==> src/rtl/riscv_pkg.sv <==
// riscv_pkg: immediate-format selects and encoder FSM state shared by the encoder files
package riscv_pkg;
  localparam logic [2:0] IMM_I = 3'b000;
  localparam logic [2:0] IMM_S = 3'b001;
  localparam logic [2:0] IMM_B = 3'b010;
  localparam logic [2:0] IMM_U = 3'b011;
  localparam logic [2:0] IMM_J = 3'b100;
  localparam logic [2:0] IMM_R = 3'b111;
  typedef enum logic [1:0] {IDLE, RUN, ERR} enc_state_t;
endpackage

==> src/rtl/imm_encoder_if.sv <==
// imm_encoder_if: request fields in, imem write port out; slave is the encoder side
interface imm_encoder_if #(parameter int ADDR_W = 32);
  logic              start;
  logic [ADDR_W-1:0] base_addr;
  logic              in_valid;
  logic              in_ready;
  logic [2:0]        immsrc;
  logic [6:0]        opcode;
  logic [2:0]        funct3;
  logic [6:0]        funct7;
  logic [4:0]        rd;
  logic [4:0]        rs1;
  logic [4:0]        rs2;
  logic [31:0]       imm;
  logic              wr_en;
  logic              wr_ready;
  logic [ADDR_W-1:0] wr_addr;
  logic [31:0]       wr_data;
  logic [15:0]       count;
  logic              err;
  modport master (
    output start, base_addr, in_valid, immsrc, opcode, funct3, funct7, rd, rs1, rs2, imm, wr_ready,
    input  in_ready, wr_en, wr_addr, wr_data, count, err
  );
  modport slave (
    input  start, base_addr, in_valid, immsrc, opcode, funct3, funct7, rd, rs1, rs2, imm, wr_ready,
    output in_ready, wr_en, wr_addr, wr_data, count, err
  );
endinterface

==> src/rtl/imm_pack.sv <==
// imm_pack: packs decoded fields into an RV32I word; range flag only with IMM_RANGE_CHECK_EN
module imm_pack
  import riscv_pkg::*;
(
  input  logic [2:0]  immsrc,
  input  logic [6:0]  opcode,
  input  logic [2:0]  funct3,
  input  logic [6:0]  funct7,
  input  logic [4:0]  rd,
  input  logic [4:0]  rs1,
  input  logic [4:0]  rs2,
  input  logic [31:0] imm,
  output logic [31:0] word,
  output logic        illegal,
  output logic        range_err
);
  always_comb begin
    word = immsrc == IMM_I ? {imm[11:0], rs1, funct3, rd, opcode} :
           immsrc == IMM_S ? {imm[11:5], rs2, rs1, funct3, imm[4:0], opcode} :
           immsrc == IMM_B ? {imm[12], imm[10:5], rs2, rs1, funct3, imm[4:1], imm[11], opcode} :
           immsrc == IMM_U ? {imm[31:12], rd, opcode} :
           immsrc == IMM_J ? {imm[20], imm[10:1], imm[11], imm[19:12], rd, opcode} :
                             {funct7, rs2, rs1, funct3, rd, opcode};
    illegal = immsrc == 3'b101 || immsrc == 3'b110;
  end
`ifdef IMM_RANGE_CHECK_EN
  logic sx11, sx12, sx20;
  assign sx11 = &imm[31:11] || ~|imm[31:11];
  assign sx12 = &imm[31:12] || ~|imm[31:12];
  assign sx20 = &imm[31:20] || ~|imm[31:20];
  assign range_err = (immsrc == IMM_I || immsrc == IMM_S) ? !sx11 :
                     immsrc == IMM_B ? !sx12 || imm[0] :
                     immsrc == IMM_J ? !sx20 || imm[0] :
                     immsrc == IMM_U ? |imm[11:0] : 1'b0;
`else
  assign range_err = 1'b0;
`endif
endmodule

==> src/rtl/imm_encoder.sv <==
// imm_encoder: streams packed RV32I words into imem from a loadable base address
// Optional immediate range checking is enabled by defining IMM_RANGE_CHECK_EN.
module imm_encoder
  import riscv_pkg::*;
#(
  parameter int ADDR_W = 32
) (
  input logic         clk,
  input logic         reset,
  imm_encoder_if.slave bus
);
  enc_state_t        state_q, state_d;
  logic [ADDR_W-1:0] addr_q, addr_d;
  logic [15:0]       count_q, count_d;
  logic              err_q, err_d, wr_en_q, wr_en_d;
  logic [31:0]       wr_data_q, wr_data_d, word;
  logic              illegal, range_err, done, accept;
  imm_pack u_pack (
    .immsrc(bus.immsrc), .opcode(bus.opcode), .funct3(bus.funct3), .funct7(bus.funct7),
    .rd(bus.rd), .rs1(bus.rs1), .rs2(bus.rs2), .imm(bus.imm),
    .word(word), .illegal(illegal), .range_err(range_err)
  );
  assign bus.in_ready = state_q == RUN && (!wr_en_q || bus.wr_ready);
  assign done         = wr_en_q && bus.wr_ready;
  assign accept       = bus.in_valid && bus.in_ready && !bus.start;
  always_comb begin
    state_d   = state_q;
    addr_d    = addr_q;
    count_d   = count_q;
    err_d     = err_q;
    wr_en_d   = wr_en_q;
    wr_data_d = wr_data_q;
    if (bus.start) begin
      state_d   = RUN;
      addr_d    = bus.base_addr;
      count_d   = '0;
      err_d     = 1'b0;
      wr_en_d   = 1'b0;
      wr_data_d = '0;
    end else begin
      if (done) begin
        addr_d  = addr_q + ADDR_W'(1);
        count_d = count_q + {15'd0, ~&count_q};
        wr_en_d = 1'b0;
      end
      // a rejected request never reaches the output register
      if (accept && (illegal || range_err)) begin
        err_d   = 1'b1;
        state_d = ERR;
      end else if (accept) begin
        wr_en_d   = 1'b1;
        wr_data_d = word;
      end
    end
  end
  always_ff @(posedge clk) begin
    if (reset) begin
      state_q   <= IDLE;
      addr_q    <= '0;
      count_q   <= '0;
      err_q     <= 1'b0;
      wr_en_q   <= 1'b0;
      wr_data_q <= '0;
    end else begin
      state_q   <= state_d;
      addr_q    <= addr_d;
      count_q   <= count_d;
      err_q     <= err_d;
      wr_en_q   <= wr_en_d;
      wr_data_q <= wr_data_d;
    end
  end
  assign bus.wr_en   = wr_en_q;
  assign bus.wr_addr = addr_q;
  assign bus.wr_data = wr_data_q;
  assign bus.count   = count_q;
  assign bus.err     = err_q;
endmodule

==> src/flat_wrapper.sv <==
// flat-port wrapper written by rule: the top's interface ports become plain ports
module imm_encoder_flat import riscv_pkg::*;
#(
  parameter int ADDR_W = 32
)
  (clk, reset, bus_start, bus_base_addr, bus_in_valid, bus_immsrc, bus_opcode, bus_funct3, bus_funct7, bus_rd, bus_rs1, bus_rs2, bus_imm, bus_wr_ready, bus_in_ready, bus_wr_en, bus_wr_addr, bus_wr_data, bus_count, bus_err);
  imm_encoder_if #(.ADDR_W(ADDR_W)) bus_i ();
  input logic clk;
  input logic reset;
  input wire logic [$bits(bus_i.start)-1:0] bus_start;
  input wire logic [$bits(bus_i.base_addr)-1:0] bus_base_addr;
  input wire logic [$bits(bus_i.in_valid)-1:0] bus_in_valid;
  input wire logic [$bits(bus_i.immsrc)-1:0] bus_immsrc;
  input wire logic [$bits(bus_i.opcode)-1:0] bus_opcode;
  input wire logic [$bits(bus_i.funct3)-1:0] bus_funct3;
  input wire logic [$bits(bus_i.funct7)-1:0] bus_funct7;
  input wire logic [$bits(bus_i.rd)-1:0] bus_rd;
  input wire logic [$bits(bus_i.rs1)-1:0] bus_rs1;
  input wire logic [$bits(bus_i.rs2)-1:0] bus_rs2;
  input wire logic [$bits(bus_i.imm)-1:0] bus_imm;
  input wire logic [$bits(bus_i.wr_ready)-1:0] bus_wr_ready;
  output wire logic [$bits(bus_i.in_ready)-1:0] bus_in_ready;
  output wire logic [$bits(bus_i.wr_en)-1:0] bus_wr_en;
  output wire logic [$bits(bus_i.wr_addr)-1:0] bus_wr_addr;
  output wire logic [$bits(bus_i.wr_data)-1:0] bus_wr_data;
  output wire logic [$bits(bus_i.count)-1:0] bus_count;
  output wire logic [$bits(bus_i.err)-1:0] bus_err;
  assign bus_i.start = bus_start;
  assign bus_i.base_addr = bus_base_addr;
  assign bus_i.in_valid = bus_in_valid;
  assign bus_i.immsrc = bus_immsrc;
  assign bus_i.opcode = bus_opcode;
  assign bus_i.funct3 = bus_funct3;
  assign bus_i.funct7 = bus_funct7;
  assign bus_i.rd = bus_rd;
  assign bus_i.rs1 = bus_rs1;
  assign bus_i.rs2 = bus_rs2;
  assign bus_i.imm = bus_imm;
  assign bus_i.wr_ready = bus_wr_ready;
  assign bus_in_ready = bus_i.in_ready;
  assign bus_wr_en = bus_i.wr_en;
  assign bus_wr_addr = bus_i.wr_addr;
  assign bus_wr_data = bus_i.wr_data;
  assign bus_count = bus_i.count;
  assign bus_err = bus_i.err;
  imm_encoder #(.ADDR_W(ADDR_W)) u_core (.clk(clk), .reset(reset), .bus(bus_i));
endmodule
==> config.mk <==
export PLATFORM = sky130hd
export DESIGN_NAME = imm_encoder_flat
export DESIGN_NICKNAME = d
export VERILOG_FILES = /design/src/rtl/riscv_pkg.sv /design/src/rtl/imm_encoder_if.sv /design/src/rtl/imm_pack.sv /design/src/rtl/imm_encoder.sv /design/src/flat_wrapper.sv
export SDC_FILE = /design/constraint.sdc
export NUM_CORES = 1
export LEC_CHECK = 0
export CELL_PAD_IN_SITES_DETAIL_PLACEMENT = 2
export CELL_PAD_IN_SITES_GLOBAL_PLACEMENT = 2
export CORE_AREA = 2 2 176 109
export CTS_CLUSTER_DIAMETER = 200
export DETAILED_ROUTE_END_ITERATION = 7
export DIE_AREA = 0 0 178 111
export PLACE_DENSITY = 0.9
export SLEW_MARGIN = 20
export SYNTH_ARGS = -nofsm -noshare
export SYNTH_HDL_FRONTEND = slang
export SYNTH_HIERARCHICAL = 1
export SYNTH_SLANG_ARGS = --single-unit
==> constraint.sdc <==
create_clock -name clk -period 3.7 [get_ports clk]
set_clock_uncertainty 0.05 [all_clocks]
set_input_delay 0.74 -clock clk [delete_from_list [all_inputs] [get_ports clk]]
set_output_delay 0.74 -clock clk [all_outputs]
set_load 0.01 [all_outputs]
==> metrics.yaml <==
outcome: "complete, no violations"
final_cell_mix: "clkdlybuf4s50_1 (186), nor2_1 (85), dfxtp_1 (83)"
drtIter0Drc: 234
synth_mux_area_share_pct: 11.19
htree_levels: 3
grt_overflow: 0
cts_hold_buf: 0
grt_max_degree: 33
synth-main-ff-cell: "dfxtp_1"
pin_count: 187
synth_top_family_by_area: "simple AND/OR/NAND/NOR gates"
crit_type: "input pin to output port"
power_density_nw_per_um2: 329.3
n_antenna_cell: 0
io_buffers: 186
final_common_cell: "clkdlybuf4s50_1"
synth-edff-count: 0
power.total_mw: 2.308
cts-resized-gates: 0
first_pass_iters: 4
die_w_um: 178
cts_buffer_depth: 2
critPathArrivalTime_ns: 2.08
coreArea_um2: 18400
syn_area_um2: 4617
hp-class: "register to register"
critPathMaxStageDelay_ns: 0.55
ys_warn_count: 6
maxCapViolations: 0
placementRows: 39
yosys.area_share.simple_pct: 28.67
ant_nets: 0
setup_viol: 0
syn_inst: 555
fin_hold_ws_ns: 0.4499
antenna_found_initial: 0
max-slew-margin-rel_pct: 42.99
yosysSeqAreaShare_pct: 35.99
nFillCells: 2044
syn_nets: 662
synth_fa_ha_area_share_pct: 1.030
wl_per_cell_um: 18.92
synth_xor_area_share_pct: 3.794
cp_slowest_cell: "clkdlybuf4s50_1"
ir_worst_vdd_v: 0.0001769
endpoint_kind: "output port"
drc: 0
grt_pass1_wl_mm: 28.97
finalHoldViolCount: 0
gp_congestion: 0.7958
synthToLayoutAreaGrowth_pct: 51.82
cp_common_cell: "clkdlybuf4s50_1"
fin_nets: 830
rsz0062_at_grt: "false"
cts_tree: "done"
synth_cell_types: 55
fin_cells: 974
fin_crit_ns: 2.867
cts-root-buf: "clkbuf_16"
synth_compound_area_share_pct: 13.58
clk_latency_ns: 0.34
vias_per_cell: 4.978
post_cts.repair.setup_buffers: 0
path_clk_slew_ns: 0.07
path_max_fanout: 4
dpl_cell_area_um2: 6699
synthArstFlopShare_pct: 0
dieHeight_um: 111
worst_pin_slew_ns: 0.8488
dr_total_vias: 4849
die_area_um2: 19760
leakagePower_nw: 2.612
ys_seq_elements: 83
clock_sinks: 83
fmax_mhz: 348.8
finalCritPeriodShare_pct: 77.49
start_kind: "input pin"
final_area_um2: 7009
setup_tns_ns: 0
worstPathRequired_ns: 2.91
cts_buffers: 9
final_layout_size_suffix_gt1_share_pct: 7.280
cp_cell_sequence: "clkdlybuf4s50_1, nand2b_1, and2_1, clkdlybuf4s50_1"
synth.avg_cell_area_um2: 8.319
dp_cells: 958
grt.total_usage_pct: 18.66
dp_hpwl_mm: 14.22
start_util_pct: 25.10
report.final.slew_viol_count: 0
totalWireLength_mm: 18.43
grt_pass1_vias: 5173
==> worst max-delay path: cells and delay by family <==
kind | cells | cell delay, ns
simple gates | 2 | 0.32
buf+inv | 2 | 1.02
==> registers in the layout (all words and copies together), names as in the netlist <==
register            count
u_core/bus.wr_addr     32
u_core/bus.count       16
u_core/bus.wr_en        1
u_core/bus.err          1
u_core/bus.wr_data     32
u_core/state_q          1
==> metrics by stage <==
| stage | worst slack (ns) | util (%) |
|---|---|---|
| after global placement | 0.8025 | 36.41 |
| after detailed placement | 0.7905 | 36.41 |
| after CTS | 0.7988 | 38.10 |
| final | 0.8327 | 38.10 |
| after global routing | 0.7297 | 38.10 |
| after floorplan | 1.319 | - |
==> synth_stat cells (all sizes together) (9+ instances only) <==
master | n | area share [%]
mux2i | 37 | 8.0
a21oi | 22 | 2.4
and4 | 9 | 1.7
a211oi | 13 | 2.1
nand2 | 30 | 2.4
xnor2 | 10 | 1.9
dfxtp | 83 | 36
nor4 | 10 | 1.7
clkbuf | 23 | 1.9
nand4 | 19 | 2.7
a311oi | 11 | 2.1
xor2 | 10 | 1.9
or3 | 13 | 1.8
buf | 22 | 2.9
nor2b | 12 | 1.8
mux2 | 13 | 3.2
inv | 11 | 0.89
and3 | 10 | 1.4
nand3 | 24 | 2.6
nor2 | 86 | 7.0
nor3 | 10 | 1.1
o21ai | 15 | 1.6
==> final cells by class <==
type                       count  area [µm²]  share of cell area (%)
inverter                      11       41.29                  0.5891
multi-input combinational    416        2694                   38.43
tap                          246       307.8                   4.391
timing repair buffer         202        1994                   28.45
clock inverter                 6       71.32                   1.017
clock buffer                  10       239.0                   3.409
sequential                    83        1662                   23.71
==> path summary, 6_finish.rpt <==
| path | from | end | slack, ns | cells after the start |
|---|---|---|---|---|
| min reg2reg | u_core/bus.wr_data[2] | u_core/bus.wr_data[2] | 0.45 | 2 |
| min | u_core/bus.wr_data[2] | u_core/bus.wr_data[2] | 0.45 | 2 |
| max | bus_wr_ready | bus_in_ready | 0.83 | 4 |
| max reg2reg | u_core/bus.wr_addr[9] | u_core/bus.wr_addr[21] | 1.26 | 4 |
==> kinds of logic (layout without fill, tap and decap cells) <==
kind of cell    after synthesis  after routing
xor+xnor                     20             20
compound gates               92             92
fa+ha+maj                     4              4
mux                          50             50
simple gates                249            249
flops                        83             83
buf+inv                      56            229
other cells                   1              1
==> power breakdown <==
part           total, mW  switching [mW]  internal, mW
clock              0.965           0.414         0.551
combinational      0.377           0.157         0.220
sequential         0.966          0.0444         0.922
==> per-layer routing <==
layer  up-vias  share of wire [%]  track usage [%]
li1       2346                  -                -
met1      2378                 51            27.11
met2       117                 43            28.42
met3         8                5.6            4.287
met4         0               0.53            2.896
met5         -                  0                0
(Power assumes the default switching activity.)
